==> config.mk <==
export PLATFORM = sky130hd
export DESIGN_NAME = lsu_ctrl_flat
export DESIGN_NICKNAME = d
export VERILOG_FILES = /design/src/rtl/lsu_ctrl_if.sv /design/src/rtl/lsu_ctrl.sv /design/src/flat_wrapper.sv
export SDC_FILE = /design/constraint.sdc
export NUM_CORES = 1
export LEC_CHECK = 0
export ABC_AREA = 0
export CAP_MARGIN = 40
export CORE_UTILIZATION = 40
export CTS_BUF_LIST = sky130_fd_sc_hd__clkbuf_8
export CTS_CLUSTER_SIZE = 10
export DETAILED_ROUTE_END_ITERATION = 8
export PLACE_DENSITY_LB_ADDON = 0.12
export SYNTH_ARGS = -nofsm -noshare
export SYNTH_HDL_FRONTEND = slang
export SYNTH_SLANG_ARGS = --single-unit
==> constraint.sdc <==
create_clock -name clk -period 4.5 [get_ports clk]
set_input_delay 0.9 -clock clk [delete_from_list [all_inputs] [get_ports clk]]
set_output_delay 0.9 -clock clk [all_outputs]
set_load 0.01 [all_outputs]
==> src/rtl/lsu_ctrl_if.sv <==
// Bundle between execute stage, data-memory bus and the lsu_ctrl controller.
// Latency: none, wires only.
// Backpressure: req_ready/busy stall the requester; the response side has no stall.
interface lsu_ctrl_if;
  // execute-stage request
  logic        req_valid;
  logic        req_ready;
  logic        req_we;
  logic [2:0]  req_f3;
  logic [31:0] req_addr;
  logic [31:0] req_wdata;
  // data-memory bus
  logic        mem_req;
  logic        mem_we;
  logic [31:0] mem_addr;
  logic [3:0]  mem_be;
  logic [31:0] mem_wdata;
  logic        mem_ack;
  logic [31:0] mem_rdata;
  logic        mem_err;
  // completion towards load-data extraction
  logic        resp_valid;
  logic [31:0] resp_data;
  logic [3:0]  resp_be;
  logic [2:0]  resp_f3;
  logic        resp_we;
  logic [1:0]  resp_cause;
  logic        busy;

  // Environment view: execute stage plus memory responder.
  modport master (
    output req_valid, req_we, req_f3, req_addr, req_wdata,
    output mem_ack, mem_rdata, mem_err,
    input  req_ready, mem_req, mem_we, mem_addr, mem_be, mem_wdata,
    input  resp_valid, resp_data, resp_be, resp_f3, resp_we, resp_cause, busy
  );

  // Controller view.
  modport slave (
    input  req_valid, req_we, req_f3, req_addr, req_wdata,
    input  mem_ack, mem_rdata, mem_err,
    output req_ready, mem_req, mem_we, mem_addr, mem_be, mem_wdata,
    output resp_valid, resp_data, resp_be, resp_f3, resp_we, resp_cause, busy
  );
endinterface

==> src/rtl/lsu_ctrl.sv <==
// Load/store sequencer: alignment check, byte enables, lane replication, bus handshake with timeout.
// Latency: 2 cycles minimum (accept -> resp_valid), 1 cycle for faulted accesses.
// Backpressure: one access in flight, busy stalls the pipe; the response cannot be stalled.
module lsu_ctrl #(
  parameter int unsigned TIMEOUT_CYCLES = 255
) (
  input logic       clk,
  input logic       rst,
  lsu_ctrl_if.slave bus
);

  typedef enum logic [1:0] {IDLE, BUS, RESP, FAULT} state_t;

  // Last wait count before the abort; mem_req is then held exactly TIMEOUT_CYCLES cycles.
  localparam logic [15:0] TMO_LAST = 16'(TIMEOUT_CYCLES - 1);

  state_t      state;
  logic [15:0] wait_cnt;
  logic        cap_we;
  logic [2:0]  cap_f3;

  logic        mem_req_r;
  logic        mem_we_r;
  logic [31:0] mem_addr_r;
  logic [3:0]  mem_be_r;
  logic [31:0] mem_wdata_r;

  logic        resp_valid_r;
  logic [31:0] resp_data_r;
  logic [3:0]  resp_be_r;
  logic [2:0]  resp_f3_r;
  logic        resp_we_r;
  logic [1:0]  resp_cause_r;

  logic        ready;
  logic        accept;
  logic        f3_ok;
  logic        aligned;
  logic [3:0]  be_calc;
  logic [31:0] wdata_calc;

  assign ready  = (state == IDLE) && !rst;
  assign accept = bus.req_valid && ready;

  // Decode of the presented request: legality, alignment, lane mask and replicated data.
  always_comb begin
    f3_ok      = 1'b0;
    aligned    = 1'b0;
    be_calc    = 4'b1111;
    wdata_calc = bus.req_wdata;
    if (bus.req_we) begin
      f3_ok = (bus.req_f3 == 3'b000) || (bus.req_f3 == 3'b001) || (bus.req_f3 == 3'b010);
    end else begin
      f3_ok = (bus.req_f3 == 3'b000) || (bus.req_f3 == 3'b001) || (bus.req_f3 == 3'b010) ||
              (bus.req_f3 == 3'b100) || (bus.req_f3 == 3'b101);
    end
    case (bus.req_f3[1:0])
      2'b00: begin
        aligned    = 1'b1;
        be_calc    = 4'b0001 << bus.req_addr[1:0];
        wdata_calc = {4{bus.req_wdata[7:0]}};
      end
      2'b01: begin
        aligned    = !bus.req_addr[0];
        be_calc    = 4'b0011 << bus.req_addr[1:0];
        wdata_calc = {2{bus.req_wdata[15:0]}};
      end
      2'b10: begin
        aligned    = (bus.req_addr[1:0] == 2'b00);
        be_calc    = 4'b1111;
        wdata_calc = bus.req_wdata;
      end
      default: begin
        aligned    = 1'b0;
        be_calc    = 4'b0000;
        wdata_calc = bus.req_wdata;
      end
    endcase
  end

  // Sequencer: accept, run the bus handshake or fault immediately, then emit one response pulse.
  always_ff @(posedge clk or posedge rst) begin
    if (rst) begin
      state        <= IDLE;
      wait_cnt     <= '0;
      cap_we       <= 1'b0;
      cap_f3       <= 3'b000;
      mem_req_r    <= 1'b0;
      mem_we_r     <= 1'b0;
      mem_addr_r   <= '0;
      mem_be_r     <= '0;
      mem_wdata_r  <= '0;
      resp_valid_r <= 1'b0;
      resp_data_r  <= '0;
      resp_be_r    <= '0;
      resp_f3_r    <= 3'b000;
      resp_we_r    <= 1'b0;
      resp_cause_r <= 2'b00;
    end else begin
      resp_valid_r <= 1'b0;
      case (state)
        IDLE: begin
          if (accept) begin
            cap_we   <= bus.req_we;
            cap_f3   <= bus.req_f3;
            wait_cnt <= '0;
            if (!(f3_ok && aligned)) begin
              // Faulted access never touches the bus.
              state        <= FAULT;
              resp_valid_r <= 1'b1;
              resp_data_r  <= '0;
              resp_be_r    <= 4'b0000;
              resp_f3_r    <= bus.req_f3;
              resp_we_r    <= bus.req_we;
              resp_cause_r <= 2'b01;
            end else begin
              state       <= BUS;
              mem_req_r   <= 1'b1;
              mem_we_r    <= bus.req_we;
              mem_addr_r  <= {bus.req_addr[31:2], 2'b00};
              mem_be_r    <= be_calc;
              mem_wdata_r <= wdata_calc;
            end
          end
        end
        BUS: begin
          // Error beats ack, ack beats timeout.
          if (bus.mem_err || bus.mem_ack || (wait_cnt == TMO_LAST)) begin
            state        <= RESP;
            mem_req_r    <= 1'b0;
            mem_we_r     <= 1'b0;
            resp_valid_r <= 1'b1;
            resp_be_r    <= mem_be_r;
            resp_f3_r    <= cap_f3;
            resp_we_r    <= cap_we;
            if (bus.mem_err) begin
              resp_cause_r <= 2'b10;
              resp_data_r  <= '0;
            end else if (bus.mem_ack) begin
              resp_cause_r <= 2'b00;
              resp_data_r  <= cap_we ? 32'h0 : bus.mem_rdata;
            end else begin
              resp_cause_r <= 2'b11;
              resp_data_r  <= '0;
            end
          end else begin
            wait_cnt <= wait_cnt + 16'd1;
          end
        end
        RESP, FAULT: begin
          state <= IDLE;
        end
        default: begin
          state <= IDLE;
        end
      endcase
    end
  end

  assign bus.req_ready  = ready;
  assign bus.busy       = (state != IDLE) || accept;
  assign bus.mem_req    = mem_req_r;
  assign bus.mem_we     = mem_we_r;
  assign bus.mem_addr   = mem_addr_r;
  assign bus.mem_be     = mem_be_r;
  assign bus.mem_wdata  = mem_wdata_r;
  assign bus.resp_valid = resp_valid_r;
  assign bus.resp_data  = resp_data_r;
  assign bus.resp_be    = resp_be_r;
  assign bus.resp_f3    = resp_f3_r;
  assign bus.resp_we    = resp_we_r;
  assign bus.resp_cause = resp_cause_r;

endmodule
==> src/flat_wrapper.sv <==
// flat-port wrapper written by rule: the top's interface ports become plain ports
module lsu_ctrl_flat 
#(
  parameter int unsigned TIMEOUT_CYCLES = 255
)
  (clk, rst, bus_req_valid, bus_req_we, bus_req_f3, bus_req_addr, bus_req_wdata, bus_mem_ack, bus_mem_rdata, bus_mem_err, bus_req_ready, bus_mem_req, bus_mem_we, bus_mem_addr, bus_mem_be, bus_mem_wdata, bus_resp_valid, bus_resp_data, bus_resp_be, bus_resp_f3, bus_resp_we, bus_resp_cause, bus_busy);
  lsu_ctrl_if bus_i ();
  input logic clk;
  input logic rst;
  input wire logic [$bits(bus_i.req_valid)-1:0] bus_req_valid;
  input wire logic [$bits(bus_i.req_we)-1:0] bus_req_we;
  input wire logic [$bits(bus_i.req_f3)-1:0] bus_req_f3;
  input wire logic [$bits(bus_i.req_addr)-1:0] bus_req_addr;
  input wire logic [$bits(bus_i.req_wdata)-1:0] bus_req_wdata;
  input wire logic [$bits(bus_i.mem_ack)-1:0] bus_mem_ack;
  input wire logic [$bits(bus_i.mem_rdata)-1:0] bus_mem_rdata;
  input wire logic [$bits(bus_i.mem_err)-1:0] bus_mem_err;
  output wire logic [$bits(bus_i.req_ready)-1:0] bus_req_ready;
  output wire logic [$bits(bus_i.mem_req)-1:0] bus_mem_req;
  output wire logic [$bits(bus_i.mem_we)-1:0] bus_mem_we;
  output wire logic [$bits(bus_i.mem_addr)-1:0] bus_mem_addr;
  output wire logic [$bits(bus_i.mem_be)-1:0] bus_mem_be;
  output wire logic [$bits(bus_i.mem_wdata)-1:0] bus_mem_wdata;
  output wire logic [$bits(bus_i.resp_valid)-1:0] bus_resp_valid;
  output wire logic [$bits(bus_i.resp_data)-1:0] bus_resp_data;
  output wire logic [$bits(bus_i.resp_be)-1:0] bus_resp_be;
  output wire logic [$bits(bus_i.resp_f3)-1:0] bus_resp_f3;
  output wire logic [$bits(bus_i.resp_we)-1:0] bus_resp_we;
  output wire logic [$bits(bus_i.resp_cause)-1:0] bus_resp_cause;
  output wire logic [$bits(bus_i.busy)-1:0] bus_busy;
  assign bus_i.req_valid = bus_req_valid;
  assign bus_i.req_we = bus_req_we;
  assign bus_i.req_f3 = bus_req_f3;
  assign bus_i.req_addr = bus_req_addr;
  assign bus_i.req_wdata = bus_req_wdata;
  assign bus_i.mem_ack = bus_mem_ack;
  assign bus_i.mem_rdata = bus_mem_rdata;
  assign bus_i.mem_err = bus_mem_err;
  assign bus_req_ready = bus_i.req_ready;
  assign bus_mem_req = bus_i.mem_req;
  assign bus_mem_we = bus_i.mem_we;
  assign bus_mem_addr = bus_i.mem_addr;
  assign bus_mem_be = bus_i.mem_be;
  assign bus_mem_wdata = bus_i.mem_wdata;
  assign bus_resp_valid = bus_i.resp_valid;
  assign bus_resp_data = bus_i.resp_data;
  assign bus_resp_be = bus_i.resp_be;
  assign bus_resp_f3 = bus_i.resp_f3;
  assign bus_resp_we = bus_i.resp_we;
  assign bus_resp_cause = bus_i.resp_cause;
  assign bus_busy = bus_i.busy;
  lsu_ctrl #(.TIMEOUT_CYCLES(TIMEOUT_CYCLES)) u_core (.clk(clk), .rst(rst), .bus(bus_i));
endmodule
==> results.md <==
* Max_cap viols at 0
* GP Congestion at around 0.79
* Final nets at approximately 810
* Synth Area in Compound Gates at approximately 13%
* Avg WL per Cell at approximately 17 microns
* CTS tree: done
* Worst Skew at between 15 and 20 ps
* Reg2reg end: u_core.bus.resp_f3[1]$_DFFE_PP0P_
* Seq pwr share at 40.8%
* Worst setup margin at 1253 ps
* CTS resizes at 0
* Simple-gate share of the synthesized area at about a tenth
* Via count at 4638
* Setup Crit Path Kind: input pin to output pin
* Num CTS Buffers at 17
* Share of layout cells above drive strength 1 at about an eighth
* Clock buffer depth at 2
* Maximum VDD drop at 333.0 uV
* FF-to-FF setup slack at 1830 ps
* Hold-fix buffers, CTS at 0
* Main area contributors after synthesis: dfrtp_1, mux2_2, mux2i_1, a22o_1, nand2_1
* Reg-to-reg critical path startpoint: u_core.wait_cnt[11]$_DFFE_PP0P_
* Post-synthesis mux area share at 13.76%
* Post-synthesis adder-cell area fraction at less than 1%
* First-pass GRT wire length at about 24000 microns
* Worst-path clk slew at approximately 70 ps
* Core area at 0.01383 sq mm
* Finished layout cell area at 0.008519 sq mm
* Area of the multi-input gates at 0.002153 sq mm
* Hpwl dp at roughly 11000 microns
* Sw frac at between 20% and 30%
* Cell internal pwr at roughly 0.003 W
* Syn_area_per_cell at approximately 12 sq um
* FF+latch area at roughly 0.0033 sq mm
* Post-synth EDFFs at 0
* Postcts setup bufs at 0
* Diode count at 0
* Post-Synth XOR/XNOR Area at 0%
* Main combinational cell family by area after synthesis: multiplexers
* Worst-skew pair later-pin latency at about 440 ps
* Remaining antenna violation count at 0
* Asr flop ratio synth at 100.0%
* Die H at 121.0 microns
* Setup crit start kind: input pin
* RSZ-0062 raised after global routing: no
* Placed inst area at 0.008061 sq mm
* Sequential share of the synthesized area at 58.76%
* Die area at 0.01464 sq mm
* CP required at 3600 ps
* DIE WIDTH at 121.0 microns
* Pre-CTS setup slack at approximately 1200 ps
* Setup crit end: bus_busy
* Initial antenna violation count at 0
* Final critical-path required period at 3247 ps
* Fin cells at 893
* Yosys top cell area share at around three fifths
* GRT Overall Usage at between 20% and 30%
* Cell area power density at around 480 mW/mm^2
* Largest net degree at the start of global routing at 98
* Slew of the pin with the lowest slew margin at between 800 and 900 ps
* Rows at 43
* Post-Syn Area at approximately 0.0057 sq mm
* Drt pass-1 iters at 5
* Vias in the first global route at around 5000
* Rel. slew slack at between 40% and 50%
* Vias per inst at 5.194
* Synth Register Bits at about 130
* # fillers at 1104
* 1st-iter DRT viols at ~190
* Port Buffers at ~220
* Layout area overhead at 50.41%
* Dpl cells at between 800 and 900
* Crit. End Element: output pin
* Starting density of the core at around 40%
* Final Slew Violations at 0
* Count of cell types in the netlist at 43
* Crit-path max FO at 4
* Max Clk Rate at 307.9 MHz
* Cell taking the most area after synthesis: dfrtp_1
* Yosys warning total at 0
* DRC Markers at 0
* Layout Utilization at 61.61%
* Grt ovf at 0
* WL final at about 15000 microns
* Path depth of the worst reg2reg path at 5
* Hold Crit Class: register to register
* Final setup fails at 0
* Dominant synthesized flop cell: dfrtp_1
* Net Sw Power at about 0.0011 W
* Root buf cell: clkbuf_8
* Setup_tns at 0 ps
* Gate power share at 31.1%
* CP Launch Point: rst
* Most frequent cells after synthesis: dfrtp_1, nand2_1, mux2_2, o21ai_0, mux2i_1
* Arrival time of the worst setup path at 2350 ps
* Final Hold Viols at 0
* Clock power frac at 28.2%
* Period utilisation layout at ~72%
* Lkg Pwr at 3.729 nW
* Clock Sinks at 133
* Status: completed
* Cells after Synth at 487
* H-tree levels at 4
* Number of top-level pins at 220
* Most common cell in the netlist: dfrtp_1
per-layer routing:
layer | routed length, microns | vias up | track usage, %
met4 | 404 | 0 | 8.333
li1 | - | 2159 | -
met5 | 0 | - | 0
met2 | 7479 | 162 | 36.46
met3 | 1365 | 28 | 9.821
met1 | 5824 | 2289 | 23.48
cell type report:
class	instances	area share [%]
Clock buffer	18	2.908
Clock inverter	14	2.467
Tap cell	180	2.644
Multi-Input combinational cell	303	25.28
Sequential cell	133	39.07
Inverter	20	0.9106
Timing Repair Buffer	225	26.73
worst min path at each step:
stage	slack (ps)	endpoint	depth (start not counted)	start
3_3_place_gp	460	u_core.bus.mem_wdata[14]$_DFFE_PP0P_	2	u_core.bus.mem_wdata[14]$_DFFE_PP0P_
6_report	480	u_core.wait_cnt[15]$_DFFE_PP0P_	1	u_core.wait_cnt[15]$_DFFE_PP0P_
4_1_cts	480	u_core.wait_cnt[15]$_DFFE_PP0P_	1	u_core.wait_cnt[15]$_DFFE_PP0P_
3_5_place_dp	470	u_core.bus.mem_wdata[25]$_DFFE_PP0P_	2	u_core.bus.mem_wdata[25]$_DFFE_PP0P_
5_1_grt	520	u_core.bus.mem_wdata[26]$_DFFE_PP0P_	2	u_core.bus.mem_wdata[26]$_DFFE_PP0P_
2_1_floorplan	450	u_core.wait_cnt[15]$_DFFE_PP0P_	1	u_core.wait_cnt[15]$_DFFE_PP0P_
cells by family (layout without fill, tap and decap cells):
| family | Yosys count | after routing |
|---|---|---|
| AOI/OAI and AO/OA | 110 | 110 |
| DFF | 133 | 133 |
| buffers and inverters | 52 | 277 |
| and+or+nand+nor | 116 | 116 |
| adders and majority gates | 2 | 2 |
| muxes | 73 | 73 |
| other | 1 | 2 |
through the flow:
step                      hold slack [ps]  total power [W]
after floorplan                     452.8         0.002138
after global placement              461.3         0.002915
after detailed placement            471.5         0.002949
after CTS                           484.3         0.004108
after global routing                515.8         0.004271
final                               481.7         0.004061
power by group through the flow:
| stage | logic [W] | clock network, W | registers (W) |
|---|---|---|---|
| floorplan | 0.000346 | 0 | 0.00179 |
| detailed placement | 0.00127 | 0 | 0.00168 |
| CTS | 0.00128 | 0.00117 | 0.00166 |
| finish | 0.00126 | 0.00114 | 0.00166 |
| global placement | 0.00125 | 0 | 0.00166 |
| global route | 0.00136 | 0.00122 | 0.00169 |
worst max-delay path, stage by stage:
cell,delay [ps]
clkdlybuf4s50_1,580
nor4b_2,80
or3_1,310
clkdlybuf4s50_1,480
state kept, by name, indices dropped and copies added (netlist names):
| register | cells |
|---|---|
| u_core.bus.resp_valid | 1 |
| u_core.bus.resp_cause | 2 |
| u_core.bus.resp_data | 32 |
| u_core.wait_cnt | 16 |
| u_core.cap_we | 1 |
| u_core.bus.mem_be | 4 |
| u_core.bus.resp_be | 4 |
| u_core.bus.resp_f3 | 3 |
| u_core.bus.mem_wdata | 32 |
| u_core.bus.mem_addr | 30 |
| u_core.bus.mem_req | 1 |
| u_core.bus.mem_we | 1 |
| u_core.state | 2 |
| u_core.cap_f3 | 3 |
| u_core.bus.resp_we | 1 |
placed cells by master, fill, tap and decap left out, types with 18 or more instances in the layout:
cell             count
a21oi_1             20
mux2i_1             34
o21ai_0             39
nand2_1             53
dfrtp_1            133
mux2_2              39
inv_1               21
clkbuf_8            18
clkdlybuf4s50_1    217
nor2_1              19
a22o_1              32
No activity file was read; power rests on OpenSTA's default activity.
